**src/rtl/lpc_cycle_decoder.sv**
```systemverilog
`default_nettype none
// ============================================================================
//  Module   : lpc_cycle_decoder
//  Purpose  : Passive LPC bus cycle decoder. Follows the sniffed LPC pins and
//             decodes I/O read/write and (optionally) memory read/write
//             cycles, including wait-state SYNCs, ABORT and SYNC timeout.
//             Emits one captured-cycle record per completed cycle. Never
//             drives the bus.
//  Ports    : lpc_clock        in   LPC clock (only clock)
//             reset            in   synchronous active-high reset
//             lpc_ad[3:0]      in   LAD[3:0]
//             lpc_frame        in   LFRAME#, active low
//             out_cyctype_dir  out  cycle type/direction nibble
//             out_addr[31:0]   out  address (upper 16 bits zero for I/O)
//             out_data[7:0]    out  data byte
//             out_sync_error   out  record completed with error SYNC
//             out_valid        out  one-clock pulse: record fields valid
//             out_sync_timeout out  one-clock pulse: SYNC wait timed out
//             out_abort        out  one-clock pulse: ABORT in active cycle
//  Revision : 1.0  initial release
// ============================================================================
module lpc_cycle_decoder #(
    parameter bit          ENABLE_IO_WRITE = 1'b1,
    parameter bit          ENABLE_MEM      = 1'b0,
    parameter int          SYNC_TIMEOUT    = 16,
    parameter logic [31:0] ADDR_MASK       = 32'h0000_0000,
    parameter logic [31:0] ADDR_MATCH      = 32'h0000_0000
) (
    input  logic        lpc_clock,
    input  logic        reset,
    input  logic [3:0]  lpc_ad,
    input  logic        lpc_frame,
    output logic [3:0]  out_cyctype_dir,
    output logic [31:0] out_addr,
    output logic [7:0]  out_data,
    output logic        out_sync_error,
    output logic        out_valid,
    output logic        out_sync_timeout,
    output logic        out_abort
);

    localparam int CW = $clog2(SYNC_TIMEOUT + 1);
    localparam logic [CW:0] c_TIMEOUT = (CW + 1)'(SYNC_TIMEOUT);

    localparam logic [3:0] c_IDLE   = 4'd0;
    localparam logic [3:0] c_CYCDIR = 4'd1;
    localparam logic [3:0] c_ADDR   = 4'd2;
    localparam logic [3:0] c_WDATA  = 4'd3;
    localparam logic [3:0] c_TAR1   = 4'd4;
    localparam logic [3:0] c_TAR2   = 4'd5;
    localparam logic [3:0] c_SYNC   = 4'd6;
    localparam logic [3:0] c_RDATA  = 4'd7;
    localparam logic [3:0] c_TE1    = 4'd8;
    localparam logic [3:0] c_TE2    = 4'd9;

    // Working registers of the cycle in flight
    logic [3:0]    state_q, state_d;
    logic [3:0]    cyc_q, cyc_d;
    logic [31:0]   addr_q, addr_d;
    logic [7:0]    dat_q, dat_d;
    logic [2:0]    nib_q, nib_d;
    logic [CW-1:0] wcnt_q, wcnt_d;
    logic          to_en_q, to_en_d;
    logic          serr_q, serr_d;

    // Captured record and pulses
    logic [3:0]    rec_cyc_q, rec_cyc_d;
    logic [31:0]   rec_addr_q, rec_addr_d;
    logic [7:0]    rec_dat_q, rec_dat_d;
    logic          rec_serr_q, rec_serr_d;
    logic          valid_q, valid_d;
    logic          tmo_q, tmo_d;
    logic          abort_q, abort_d;

    logic [CW:0]   w_wnext;
    logic          w_to_en;

    assign w_wnext = {1'b0, wcnt_q} + 1'b1;
    // A long-wait SYNC disables the timeout for the remainder of the cycle
    assign w_to_en = to_en_q & (lpc_ad != 4'b0110);

    always_comb begin
        state_d    = state_q;
        cyc_d      = cyc_q;
        addr_d     = addr_q;
        dat_d      = dat_q;
        nib_d      = nib_q;
        wcnt_d     = wcnt_q;
        to_en_d    = to_en_q;
        serr_d     = serr_q;
        rec_cyc_d  = rec_cyc_q;
        rec_addr_d = rec_addr_q;
        rec_dat_d  = rec_dat_q;
        rec_serr_d = rec_serr_q;
        valid_d    = 1'b0;
        tmo_d      = 1'b0;
        abort_d    = 1'b0;

        if (!lpc_frame) begin
            // LFRAME# asserted overrides whatever cycle is in progress
            if (lpc_ad == 4'b0000) begin
                state_d = c_CYCDIR;
            end else begin
                abort_d = (lpc_ad == 4'b1111) && (state_q != c_IDLE);
                state_d = c_IDLE;
            end
        end else begin
            case (state_q)
                c_CYCDIR: begin
                    cyc_d   = lpc_ad;
                    addr_d  = '0;
                    dat_d   = '0;
                    serr_d  = 1'b0;
                    to_en_d = 1'b1;
                    wcnt_d  = '0;
                    if (lpc_ad[3:2] == 2'b00 && (!lpc_ad[1] || ENABLE_IO_WRITE)) begin
                        state_d = c_ADDR;
                        nib_d   = 3'd3;
                    end else if (lpc_ad[3:2] == 2'b01 && ENABLE_MEM) begin
                        state_d = c_ADDR;
                        nib_d   = 3'd7;
                    end else begin
                        state_d = c_IDLE;
                    end
                end
                c_ADDR: begin
                    addr_d = {addr_q[27:0], lpc_ad};
                    nib_d  = nib_q - 3'd1;
                    if (nib_q == 3'd0) begin
                        nib_d   = 3'd0;
                        state_d = cyc_q[1] ? c_WDATA : c_TAR1;
                    end
                end
                c_WDATA, c_RDATA: begin
                    // Data byte arrives low nibble first
                    if (!nib_q[0]) begin
                        dat_d[3:0] = lpc_ad;
                        nib_d      = 3'd1;
                    end else begin
                        dat_d[7:4] = lpc_ad;
                        nib_d      = 3'd0;
                        state_d    = (state_q == c_WDATA) ? c_TAR1 : c_TE1;
                    end
                end
                c_TAR1: begin
                    state_d = (lpc_ad == 4'b1111) ? c_TAR2 : c_IDLE;
                end
                c_TAR2: begin
                    state_d = c_SYNC;
                    wcnt_d  = '0;
                end
                c_SYNC: begin
                    case (lpc_ad)
                        4'b0000, 4'b1010: begin
                            serr_d  = (lpc_ad == 4'b1010);
                            nib_d   = 3'd0;
                            state_d = cyc_q[1] ? c_TE1 : c_RDATA;
                        end
                        4'b0101, 4'b0110: begin
                            to_en_d = w_to_en;
                            if (wcnt_q != '1) begin
                                wcnt_d = w_wnext[CW-1:0];
                            end
                            if (w_to_en && (w_wnext >= c_TIMEOUT)) begin
                                tmo_d   = 1'b1;
                                state_d = c_IDLE;
                            end
                        end
                        default: state_d = c_IDLE;
                    endcase
                end
                c_TE1: begin
                    state_d = c_TE2;
                end
                c_TE2: begin
                    state_d    = c_IDLE;
                    rec_cyc_d  = cyc_q;
                    rec_addr_d = addr_q;
                    rec_dat_d  = dat_q;
                    rec_serr_d = serr_q;
                    valid_d    = ((addr_q & ADDR_MASK) == (ADDR_MATCH & ADDR_MASK));
                end
                default: state_d = c_IDLE;
            endcase
        end
    end

    always_ff @(posedge lpc_clock) begin
        if (reset) begin
            state_q    <= c_IDLE;
            cyc_q      <= '0;
            addr_q     <= '0;
            dat_q      <= '0;
            nib_q      <= '0;
            wcnt_q     <= '0;
            to_en_q    <= 1'b0;
            serr_q     <= 1'b0;
            rec_cyc_q  <= '0;
            rec_addr_q <= '0;
            rec_dat_q  <= '0;
            rec_serr_q <= 1'b0;
            valid_q    <= 1'b0;
            tmo_q      <= 1'b0;
            abort_q    <= 1'b0;
        end else begin
            state_q    <= state_d;
            cyc_q      <= cyc_d;
            addr_q     <= addr_d;
            dat_q      <= dat_d;
            nib_q      <= nib_d;
            wcnt_q     <= wcnt_d;
            to_en_q    <= to_en_d;
            serr_q     <= serr_d;
            rec_cyc_q  <= rec_cyc_d;
            rec_addr_q <= rec_addr_d;
            rec_dat_q  <= rec_dat_d;
            rec_serr_q <= rec_serr_d;
            valid_q    <= valid_d;
            tmo_q      <= tmo_d;
            abort_q    <= abort_d;
        end
    end

    assign out_cyctype_dir  = rec_cyc_q;
    assign out_addr         = rec_addr_q;
    assign out_data         = rec_dat_q;
    assign out_sync_error   = rec_serr_q;
    assign out_valid        = valid_q;
    assign out_sync_timeout = tmo_q;
    assign out_abort        = abort_q;

endmodule
`default_nettype wire
```
**config.mk**
```make
export PLATFORM = sky130hd
export DESIGN_NAME = lpc_cycle_decoder
export DESIGN_NICKNAME = d
export VERILOG_FILES = /design/src/rtl/lpc_cycle_decoder.sv
export SDC_FILE = /design/constraint.sdc
export NUM_CORES = 1
export LEC_CHECK = 0
export ABC_AREA = 1
export CAP_MARGIN = 30
export CORE_MARGIN = 2
export CORE_UTILIZATION = 54
export CTS_CLUSTER_DIAMETER = 100
export DETAILED_ROUTE_END_ITERATION = 10
export PLACE_DENSITY = 0.78
export SYNTH_ARGS = -nofsm -noshare
export SYNTH_HDL_FRONTEND = slang
export SYNTH_SLANG_ARGS = --single-unit
```
**constraint.sdc**
```tcl
create_clock -name lpc_clock -period 2 [get_ports lpc_clock]
set_clock_uncertainty 0.1 [all_clocks]
set_input_delay 0.2 -clock lpc_clock [delete_from_list [all_inputs] [get_ports lpc_clock]]
set_output_delay 0.2 -clock lpc_clock [all_outputs]
set_load 0.02 [all_outputs]
```
==> impl_results.rst <==
.. list-table::
   :header-rows: 1

   * - Metric
     - Value
   * - Global Route met2 Usage
     - approximately two fifths
   * - Nets@finish
     - 638
   * - Min cycle time layout
     - 1.804 ns
   * - Clock transition at the registers of the reported paths
     - ~0.1 ns
   * - Cell area after synthesis
     - approximately 0.0042 mm^2
   * - Maximum count of clock buffers along a single path
     - 2
   * - Family with the most delay on the worst path
     - simple AND/OR/NAND/NOR gates
   * - WHS
     - 0.3663 ns
   * - Std cell rows
     - 32
   * - 1st-pass router iterations
     - 4
   * - Largest net degree at the start of global routing
     - 34
   * - Final Wtd Congestion
     - roughly 0.90
   * - Share of flip-flops with an asynchronous set or reset after synthesis
     - 0%
   * - Most used routing layer in global routing
     - met2
   * - Logic depth of the worst setup path including buffers
     - 11
   * - Number of antenna violations at the first check in global routing
     - 0
   * - Leak pwr
     - around 1.9 nW
   * - Source of the critical timing path
     - state_q[1]$_SDFFE_PP0P_
   * - Critical path arrival
     - 1.97 ns
   * - List of most frequent post-synthesis cells
     - nor2_1, nand2_1, dfxtp_1
   * - Cell with the most instances after synthesis
     - nor2_1
   * - Count of buffers inserted at the top-level ports
     - 54
   * - Placeable Area
     - between 0.007 and 0.008 mm^2
   * - Effective utilization at floorplan
     - approximately 55%
   * - Crit end category
     - flip-flop
   * - Post-Route Setup TNS
     - 0 ns
   * - Root Buffer
     - clkbuf_8
   * - Post-route ant nets
     - 0
   * - Number of nets produced by synthesis
     - 589
   * - Hold violation total from the final report
     - 0
   * - Largest stage delay on the critical path
     - 0.44 ns
   * - Synth warn
     - 0
   * - Worst reg2reg path startpoint
     - state_q[1]$_SDFFE_PP0P_
   * - Total Routed Length
     - 9.184 mm
   * - Synth-to-layout area growth
     - 20.53%
   * - Number of cells on the worst reg-to-reg path
     - 11
   * - Diode count
     - 0
   * - Per-cell via count in the routed design
     - just over 5
   * - Post-synthesis sequential element count
     - 106
   * - Number of distinct library cells after synthesis
     - 25
   * - Initial drt markers
     - 211
   * - Crit path launch type
     - flip-flop
   * - CTS H-tree depth
     - 3
   * - Synth Instances
     - 580
   * - CP cell instances
     - inv_2, nor2_2, nand2_1, nand2_1, nor2_1, nor2_1, nand2_2, inv_2, nand2_1, nand2_1, nor2_1
   * - Number of maximum-capacitance constraint violations
     - 0
   * - Category of the most critical setup path
     - flip-flop to flip-flop
   * - Reg-to-Reg End
     - wcnt_q[1]$_SDFFE_PP0P_
   * - Fraction of final layout cells sized beyond drive strength 1
     - 7.571%
   * - Largest area contributor in the synthesized netlist
     - dfxtp_1
   * - Via count of the routed design
     - about 3,800
   * - Remaining routing DRC violations
     - 0
   * - Met3 usage
     - 3.615%
   * - CP bufs+invs
     - 2
   * - Required time of the critical path
     - between 2 and 2.5 ns
   * - Mean area per synthesized cell
     - 7.177 um^2
   * - Worst ir drop on vdd
     - 491.5 uV
   * - Sink count of the clock tree
     - between 100 and 150
   * - Die Y
     - a little over 90 um
   * - Setup repair after global routing missed its margin
     - no
   * - Portion of the post-synthesis area used by sequential elements
     - between 50% and 60%
   * - Transition time at the pin with the least slew margin
     - around 0.53 ns
   * - Global-route met1 utilization
     - around 28%
   * - Critical path endpoint
     - wcnt_q[1]$_SDFFE_PP0P_
   * - Register-to-register setup slack
     - roughly 0.20 ns
   * - Total of endpoints with negative setup slack in the final report
     - 0
   * - Type of the worst min-delay path
     - flip-flop to flip-flop
   * - Die Area
     - roughly 0.0084 mm^2
   * - Global-route wire length before repair
     - about 15 mm
   * - Vias in the first global route
     - around 3,500
   * - Area fraction of the dominant cell type after synthesis
     - between 50% and 60%
   * - Rel. slew slack
     - 64.92%
   * - EDFF count, synth
     - 0
   * - Worst-path cell with the longest stage delay
     - dfxtp_1
   * - # IOs
     - 55
   * - Final-report max-slew violation count
     - 0
   * - Fin crit share
     - about nine tenths
   * - Overall track demand over capacity in global routing
     - 22.65%
   * - Total power per unit cell area
     - roughly 700 mW/mm^2
   * - Insertion delay to the later sink of the worst-skew pair
     - 0.37 ns
   * - Maximum clock rate
     - 0.5544 GHz
   * - Max Fanout on Critical Path
     - 7
   * - Synth top area cells
     - dfxtp_1, nor2_1, nand2_1
   * - Clock tree from TritonCTS
     - built
   * - CTS Buf Count
     - 9
   * - GR Overflow Total
     - 0
   * - Detail Placement HPWL
     - between 6 and 7 mm
   * - Average wire per cell in the routed design
     - approximately 12 um
   * - Most instantiated flip-flop cell in the synthesis netlist
     - dfxtp_1
   * - Run status
     - complete, no violations
   * - Crit path top cell by count
     - nand2_1
   * - Die span in x
     - 91.80 um
## cell type report
class	instances	area, um^2
multi-input cells	410	1779
clock inverters	6	61.31
flip-flops and latches	106	2125
fillers	689	2590
inverters	37	138.9
repair buffers	65	648.1
clock buffers	10	137.6
well taps	102	127.6
## per-layer routing
metal  vias up  wire length (um)
met2       119              4461
met5         -                 0
li1       1949                 -
met4         0               181
met1      1729              4090
met3        13               451
## timing repair
action | in CTS | in global routing
resized for setup | 0 | 2
hold buffers | 0 | 0
setup endpoints to repair | 0 | 2
buffers inserted | 0 | 0
## how the worst min path moves through the flow
stage / slack (ns) / depth (start not counted) / end / startpoint
4_1_cts: 0.37 / 2 / dat_q[5]$_SDFFE_PP0P_ / dat_q[5]$_SDFFE_PP0P_
2_1_floorplan: 0.25 / 2 / addr_q[0]$_SDFFE_PP0P_ / lpc_ad[0]
3_5_place_dp: 0.35 / 2 / out_data[5]$_SDFFE_PP0P_ / dat_q[5]$_SDFFE_PP0P_
5_1_grt: 0.38 / 2 / addr_q[30]$_SDFFE_PP0P_ / addr_q[30]$_SDFFE_PP0P_
3_3_place_gp: 0.34 / 2 / out_data[5]$_SDFFE_PP0P_ / dat_q[5]$_SDFFE_PP0P_
6_report: 0.37 / 2 / dat_q[3]$_SDFFE_PP0P_ / dat_q[3]$_SDFFE_PP0P_
## state kept, by name (all words and copies together) (netlist names)
name,count
addr_q,32
cyc_q,4
dat_q,8
nib_q,3
out_abort,1
out_addr,32
out_cyctype_dir,4
out_data,8
out_sync_error,1
out_sync_timeout,1
out_valid,1
serr_q,1
state_q,4
to_en_q,1
wcnt_q,5
## stage by stage
step                      utilization (%)  power [mW]  std cells  area, um^2  setup WS, ns
final                               65.95       3.506        736        5017        0.1962
after global routing                65.95       3.630        736        5017      0.002935
after CTS                           65.92       3.530        736        5015        0.1885
after detailed placement            63.31       2.272        720        4816       0.07673
after global placement              63.31       2.271        720        4816        0.1064
after floorplan                         -       2.230        580        4163        0.3785
## cell families (layout without fill, tap and decap cells)
family | after synthesis | after routing | share of synthesized area [%]
AOI/OAI and AO/OA | 117 | 117 | 14.43
adders and majority gates | 2 | 2 | 0.6010
buffers and inverters | 64 | 118 | 6.282
DFF | 106 | 106 | 50.98
and+or+nand+nor | 291 | 291 | 27.71
## layout by cell type, fill, tap and decap left out
cell             count
clkdlybuf4s50_1     54
nand2_2              3
clkinvlp_4           1
nand2_1            125
inv_8                1
inv_1               27
buf_12               2
nor2_2               3
nor2_1             132
buf_4                9
nand3_2              1
a31oi_1              1
dfxtp_2              2
a21oi_2              1
dfxtp_1            104
clkinv_4             2
o41ai_1              1
clkbuf_8            10
nor3_1               2
inv_6                1
nand3_1             21
o21ai_2              1
a21oi_1             53
nor3b_1              1
clkinv_8             1
nor4_1               1
o21ai_1              4
nand4_1              2
o21ai_0             55
inv_2               10
ha_1                 2
o211ai_1             1
## worst reg2reg max path, stage by stage (launching register included)
cell	delay, ns
dfxtp_1	0.44
inv_2	0.11
nor2_2	0.10
nand2_1	0.21
nand2_1	0.19
nor2_1	0.06
nor2_1	0.12
nand2_2	0.11
inv_2	0.11
nand2_1	0.06
nand2_1	0.06
nor2_1	0.04
## where the power goes
| group | leakage, nW | internal, mW | switching (mW) |
|---|---|---|---|
| Combinational | 0.909 | 0.0345 | 0.0775 |
| Clock | 0.0978 | 0.515 | 0.766 |
| Sequential | 0.854 | 2.11 | 0.00151 |
Power figures use the tool's default switching activity.
